<file path="src/rtl/mem_loader.sv">
// mem_loader: packs a byte stream little-endian into dw-bit words and writes
// them to a single-port memory from a programmed base address for a programmed
// word count.
// Optional feature macro: MEM_LOADER_CHECKSUM_EN (running mod-256 byte sum on
// the checksum port; when undefined the port is tied to zero).
module mem_loader #(
    parameter int aw = 10,
    parameter int dw = 32
) (
    input  logic          clk,
    input  logic          rst,
    input  logic          start,
    input  logic [aw-1:0] base_addr,
    input  logic [aw:0]   len,
    input  logic          s_valid,
    input  logic [7:0]    s_data,
    output logic          s_ready,
    output logic          we,
    output logic [aw-1:0] waddr,
    output logic [dw-1:0] wdata,
    output logic          busy,
    output logic          done,
    output logic [7:0]    checksum
);

    localparam int LANES = dw / 8;
    localparam int LW    = (LANES > 1) ? $clog2(LANES) : 1;

    localparam logic [LW-1:0] LAST_LANE = LW'(LANES - 1);
    localparam logic [LW-1:0] LANE_ONE  = 1;
    localparam logic [aw-1:0] ADDR_ONE  = 1;
    localparam logic [aw:0]   CNT_ONE   = 1;

    typedef enum logic [1:0] {
        IDLE  = 2'd0,
        LOAD  = 2'd1,
        FLUSH = 2'd2,
        DONE  = 2'd3
    } state_t;

    state_t          state_q, state_d;
    logic [aw-1:0]   addr_q, addr_d;
    logic [aw:0]     remain_q, remain_d;
    logic [LW-1:0]   lane_q, lane_d;
    logic [dw-1:0]   pack_q, pack_d;
    logic            we_q, we_d;
    logic [aw-1:0]   waddr_q, waddr_d;
    logic [dw-1:0]   wdata_q, wdata_d;
    logic            s_ready_q, busy_q, done_q;
    logic            accept;
`ifdef MEM_LOADER_CHECKSUM_EN
    logic [7:0]      sum_q, sum_d;
`endif

    assign accept = s_valid && s_ready_q;

    // Next-state logic: transfer sequencing, byte packing and word emission.
    always_comb begin
        state_d  = state_q;
        addr_d   = addr_q;
        remain_d = remain_q;
        lane_d   = lane_q;
        pack_d   = pack_q;
        we_d     = 1'b0;
        waddr_d  = waddr_q;
        wdata_d  = wdata_q;
`ifdef MEM_LOADER_CHECKSUM_EN
        sum_d    = sum_q;
`endif
        case (state_q)
            IDLE: begin
                if (start) begin
                    addr_d   = base_addr;
                    remain_d = len;
                    lane_d   = '0;
`ifdef MEM_LOADER_CHECKSUM_EN
                    sum_d    = '0;
`endif
                    // An empty transfer still spends one busy cycle so that
                    // done lands two cycles after start, like a real flush.
                    state_d  = (len == '0) ? FLUSH : LOAD;
                end
            end
            LOAD: begin
                if (accept) begin
                    for (int i = 0; i < LANES; i++) begin
                        if (lane_q == LW'(i)) begin
                            pack_d[8*i +: 8] = s_data;
                        end
                    end
`ifdef MEM_LOADER_CHECKSUM_EN
                    sum_d = sum_q + s_data;
`endif
                    if (lane_q == LAST_LANE) begin
                        we_d     = 1'b1;
                        waddr_d  = addr_q;
                        wdata_d  = pack_d;
                        addr_d   = addr_q + ADDR_ONE;
                        remain_d = remain_q - CNT_ONE;
                        lane_d   = '0;
                        if (remain_q == CNT_ONE) begin
                            state_d = FLUSH;
                        end
                    end else begin
                        lane_d = lane_q + LANE_ONE;
                    end
                end
            end
            FLUSH:   state_d = DONE;
            DONE:    state_d = IDLE;
            default: state_d = IDLE;
        endcase
    end

    // Control and output registers; reset returns to IDLE and drops any write.
    always_ff @(posedge clk) begin
        if (rst) begin
            state_q   <= IDLE;
            we_q      <= 1'b0;
            waddr_q   <= '0;
            wdata_q   <= '0;
            s_ready_q <= 1'b0;
            busy_q    <= 1'b0;
            done_q    <= 1'b0;
`ifdef MEM_LOADER_CHECKSUM_EN
            sum_q     <= '0;
`endif
        end else begin
            state_q   <= state_d;
            we_q      <= we_d;
            waddr_q   <= waddr_d;
            wdata_q   <= wdata_d;
            s_ready_q <= (state_d == LOAD);
            busy_q    <= (state_d == LOAD) || (state_d == FLUSH);
            done_q    <= (state_d == DONE);
`ifdef MEM_LOADER_CHECKSUM_EN
            sum_q     <= sum_d;
`endif
        end
    end

    // Datapath registers; always reloaded by start before they are used.
    always_ff @(posedge clk) begin
        addr_q   <= addr_d;
        remain_q <= remain_d;
        lane_q   <= lane_d;
        pack_q   <= pack_d;
    end

    assign s_ready = s_ready_q;
    assign we      = we_q;
    assign waddr   = waddr_q;
    assign wdata   = wdata_q;
    assign busy    = busy_q;
    assign done    = done_q;
`ifdef MEM_LOADER_CHECKSUM_EN
    assign checksum = sum_q;
`else
    assign checksum = 8'h00;
`endif

endmodule

</file>
<file path="config.mk">
export PLATFORM = sky130hd
export DESIGN_NAME = mem_loader
export DESIGN_NICKNAME = d
export VERILOG_FILES = /design/src/rtl/mem_loader.sv
export SDC_FILE = /design/constraint.sdc
export NUM_CORES = 1
export LEC_CHECK = 0
export ABC_AREA = 0
export ABC_CLOCK_PERIOD_IN_PS = 4190
export BUFFER_PORTS_ARGS = -buffer_cell sky130_fd_sc_hd__clkbuf_2
export CORE_MARGIN = 3
export CORE_UTILIZATION = 40
export CTS_CLUSTER_DIAMETER = 200
export DETAILED_ROUTE_END_ITERATION = 12
export PLACE_DENSITY_LB_ADDON = 0.08
export SLEW_MARGIN = 20
export SYNTH_ARGS = -nofsm -noshare
export SYNTH_HDL_FRONTEND = slang
export SYNTH_SLANG_ARGS = --single-unit
</file>
<file path="constraint.sdc">
create_clock -name clk -period 4.19 [get_ports clk]
set_clock_uncertainty 0.05 [all_clocks]
set_input_delay 1.0475 -clock clk [delete_from_list [all_inputs] [get_ports clk]]
set_output_delay 1.0475 -clock clk [all_outputs]
set_load 0.01 [all_outputs]
</file>
==> flow_summary.json <==
{
  "outcome": "finished clean",
  "ys_types": 35,
  "async_flop_share": 0,
  "die_w_um": 109,
  "timing.final.crit_period_ns": 2.37,
  "firstDrtPassIters": 4,
  "grt_use_total": 0.158,
  "cp_max_fo": 22,
  "yosys_most_used_dff": "edfxtp_1",
  "slowest_delay_ns": 0.40,
  "io_pins": 87,
  "final_layout_size_suffix_gt1_frac": 0.268,
  "path_buf_inv": 3,
  "cp-end-kind": "register",
  "max_clock_freq_mhz": 421,
  "grt_first_pass_wirelength_mm": 14.4,
  "tns_ns": 0,
  "hpwl_mm": 6.18,
  "grt_pass1_vias": 2868,
  "ant_nets": 0,
  "wl_mm": 8.93,
  "fp-row-count": 36,
  "worstMarginPinSlew_ns": 0.985,
  "synth_cells": 407,
  "p_switching_w": 0.000454,
  "syn2layout_area_growth_pct": 14.7,
  "postCtsHoldBufs": 0,
  "finalMaxSlewViolations": 0,
  "htree_levels": 3,
  "cts_setup_buffers": 0,
  "avgViaCountPerCell": 4.81,
  "synthTopCellsByArea": "edfxtp_1 35%, dfxtp_1 23%, nand2_1 9.7%, mux2_2 7.4%, a21oi_1 5.1%",
  "drt-initial-drc-count": 125,
  "min_period_over_period": 0.567,
  "crit_arrival_ns": 2.60,
  "synth-seq-cells": 97,
  "initial_core_util": 0.422,
  "synth_most_common_cell": "nand2_1",
  "total_leakage_power_nw": 1.84,
  "rsz0062_at_grt": "false",
  "numCtsBuffers": 9,
  "ys_top_cells_by_count": "110 x nand2_1, 49 x edfxtp_1, 48 x dfxtp_1",
  "cts_tree": "done",
  "drv_cap": 0,
  "clkTransAtPathRegs_ns": 0.10,
  "clock-root-buffer": "clkbuf_8",
  "seqPwrFrac": 0.584,
  "routedWlPerCell_um": 14.5,
  "clk_latency_ns": 0.35,
  "synth-seq-area-share": 0.574,
  "synth_top_area_frac": 0.347,
  "setup_ws_ns": 1.82,
  "rrSetupSlack_ns": 2.07,
  "synth_area_um2": 4240,
  "slew_headroom": 0.344,
  "die_h_um": 109,
  "num_vias": 2961,
  "setup_viol_count_final": 0,
  "cts_resized": 0,
  "cp_top_family": "simple AND/OR/NAND/NOR gates",
  "place_congestion": 0.730,
  "peakVddDrop_mv": 0.135,
  "n_antenna_cell": 0,
  "port_buffers": 78,
  "clock_path_buffers": 2,
  "hold_viol": 0,
  "synth_top_cell_by_area": "edfxtp_1",
  "pre_cts_ws_ns": 1.42,
  "switching_share": 0.250,
  "hp-class": "reg -> reg",
  "coreArea_um2": 10000,
  "crit_type": "in -> reg",
  "gr-total-overflow": 0,
  "required_ns": 4.42,
  "crit_path_top_delay_cell": "and4b_1",
  "cp_common_cell": "buf_4",
  "cp-start-kind": "input pin",
  "powerDensity_nw_per_um2": 374,
  "syn_area_per_cell_um2": 10.4,
  "grt_antenna_before_repair": 0,
  "grt_max_degree": 49,
  "cts_sinks": 97,
  "synth_edf_count": 49,
  "nNetsFinal": 519,
  "crit_chain": "clkbuf_2 > and4b_1 > buf_4 > and2_1 > buf_4 > nand2_1 > a21oi_1",
  "yosysWarningCount": 0,
  "clockPowerShare": 0.323,
  "intPower_w": 0.00136,
  "combPwrFrac": 0.093,
  "drc_errors": 0,
  "die_area_um2": 11900
}
placed cells by master (no fill, tap or decap), drive strengths merged, types with 2 or more instances in the layout:
master | Yosys | final
nand2b | 4 | 4
nor2b | 5 | 5
nor4 | 3 | 3
nor3 | 5 | 5
clkbuf | 9 | 89
a21oi | 43 | 43
nand4 | 2 | 2
nand3 | 5 | 5
inv | 6 | 8
o21ai | 20 | 20
dfxtp | 48 | 48
nand4b | 2 | 2
xor2 | 10 | 10
nand2 | 111 | 111
edfxtp | 49 | 49
clkinvlp | 0 | 2
conb | 1 | 8
xnor2 | 7 | 7
and2 | 3 | 3
mux2 | 28 | 28
buf | 22 | 5
nor2 | 6 | 6
ha | 9 | 9
cell families after synthesis:
logic type,count (synthesis),share of synthesized area
AO/OA/AOI/OAI,67,0.0814
AND/OR/NAND/NOR,151,0.157
other,1,0.000884
buffers and inverters,37,0.0513
adder cells (fa/ha/maj),9,0.0266
multiplexers,28,0.0744
XOR/XNOR,17,0.0351
flip-flops,97,0.574
cell type report:
class                      instances  area [um^2]
clock buffer                      11          153
fill                             984         5180
multi-input combinational        280         1630
tap                              133          166
inverter                           6         22.5
clock inverter                     5         35.0
timing repair buffer              83          428
sequential                        97         2430
worst min-delay path, delay by kind of cell, from the launching register on:
family,cells,cell delay [ns]
AOI/OAI and AO/OA,1,0.05
DFF,1,0.32
and+or+nand+nor,1,0.05
sequential cells by signal (all words and copies together), names as in the netlist:
register / flops
addr_q: 10
busy: 1
done: 1
lane_q: 2
pack_q: 26
remain_q: 11
s_ready: 1
state_q: 2
waddr: 10
wdata: 32
we: 1
path summary, 6_finish.rpt:
kind / from / to / cells past startpoint
worst min register to register: wdata[25] / wdata[25] / 2
worst max register to register: lane_q[0] / busy / 6
worst min-delay path: wdata[25] / wdata[25] / 2
worst max-delay path: s_valid / wdata[6] / 7
power groups by stage:
stage | Sequential (W) | Clock, W | Combinational, W
3_5_place_dp | 0.00108 | 0 | 0.000171
2_1_floorplan | 0.00108 | 0 | 0.000123
5_1_grt | 0.00107 | 0.000642 | 0.000191
4_1_cts | 0.00106 | 0.000606 | 0.000172
6_report | 0.00106 | 0.000586 | 0.000169
3_3_place_gp | 0.00108 | 0 | 0.000168
per-layer routing:
metal  vias to the layer above  global-route usage  wire, um
li1                       1513                   -         -
met1                      1370               0.218      4420
met2                        67               0.249      4050
met3                        11              0.0296       346
met4                         0              0.0550       117
met5                         -                   0         0
through the flow:
| step | power [W] | instance area (um^2) | hold slack (ns) | instances | utilization |
|---|---|---|---|---|---|
| after global placement | 0.00125 | 4670 | 0.395 | 599 | 0.465 |
| final | 0.00182 | 4860 | 0.410 | 615 | 0.484 |
| after global routing | 0.00190 | 4860 | 0.428 | 615 | 0.484 |
| after floorplan | 0.00120 | 4270 | 0.431 | 414 | - |
| after CTS | 0.00184 | 4860 | 0.412 | 615 | 0.484 |
| after detailed placement | 0.00126 | 4680 | 0.398 | 599 | 0.466 |
No activity file was read; power rests on OpenSTA's default activity.
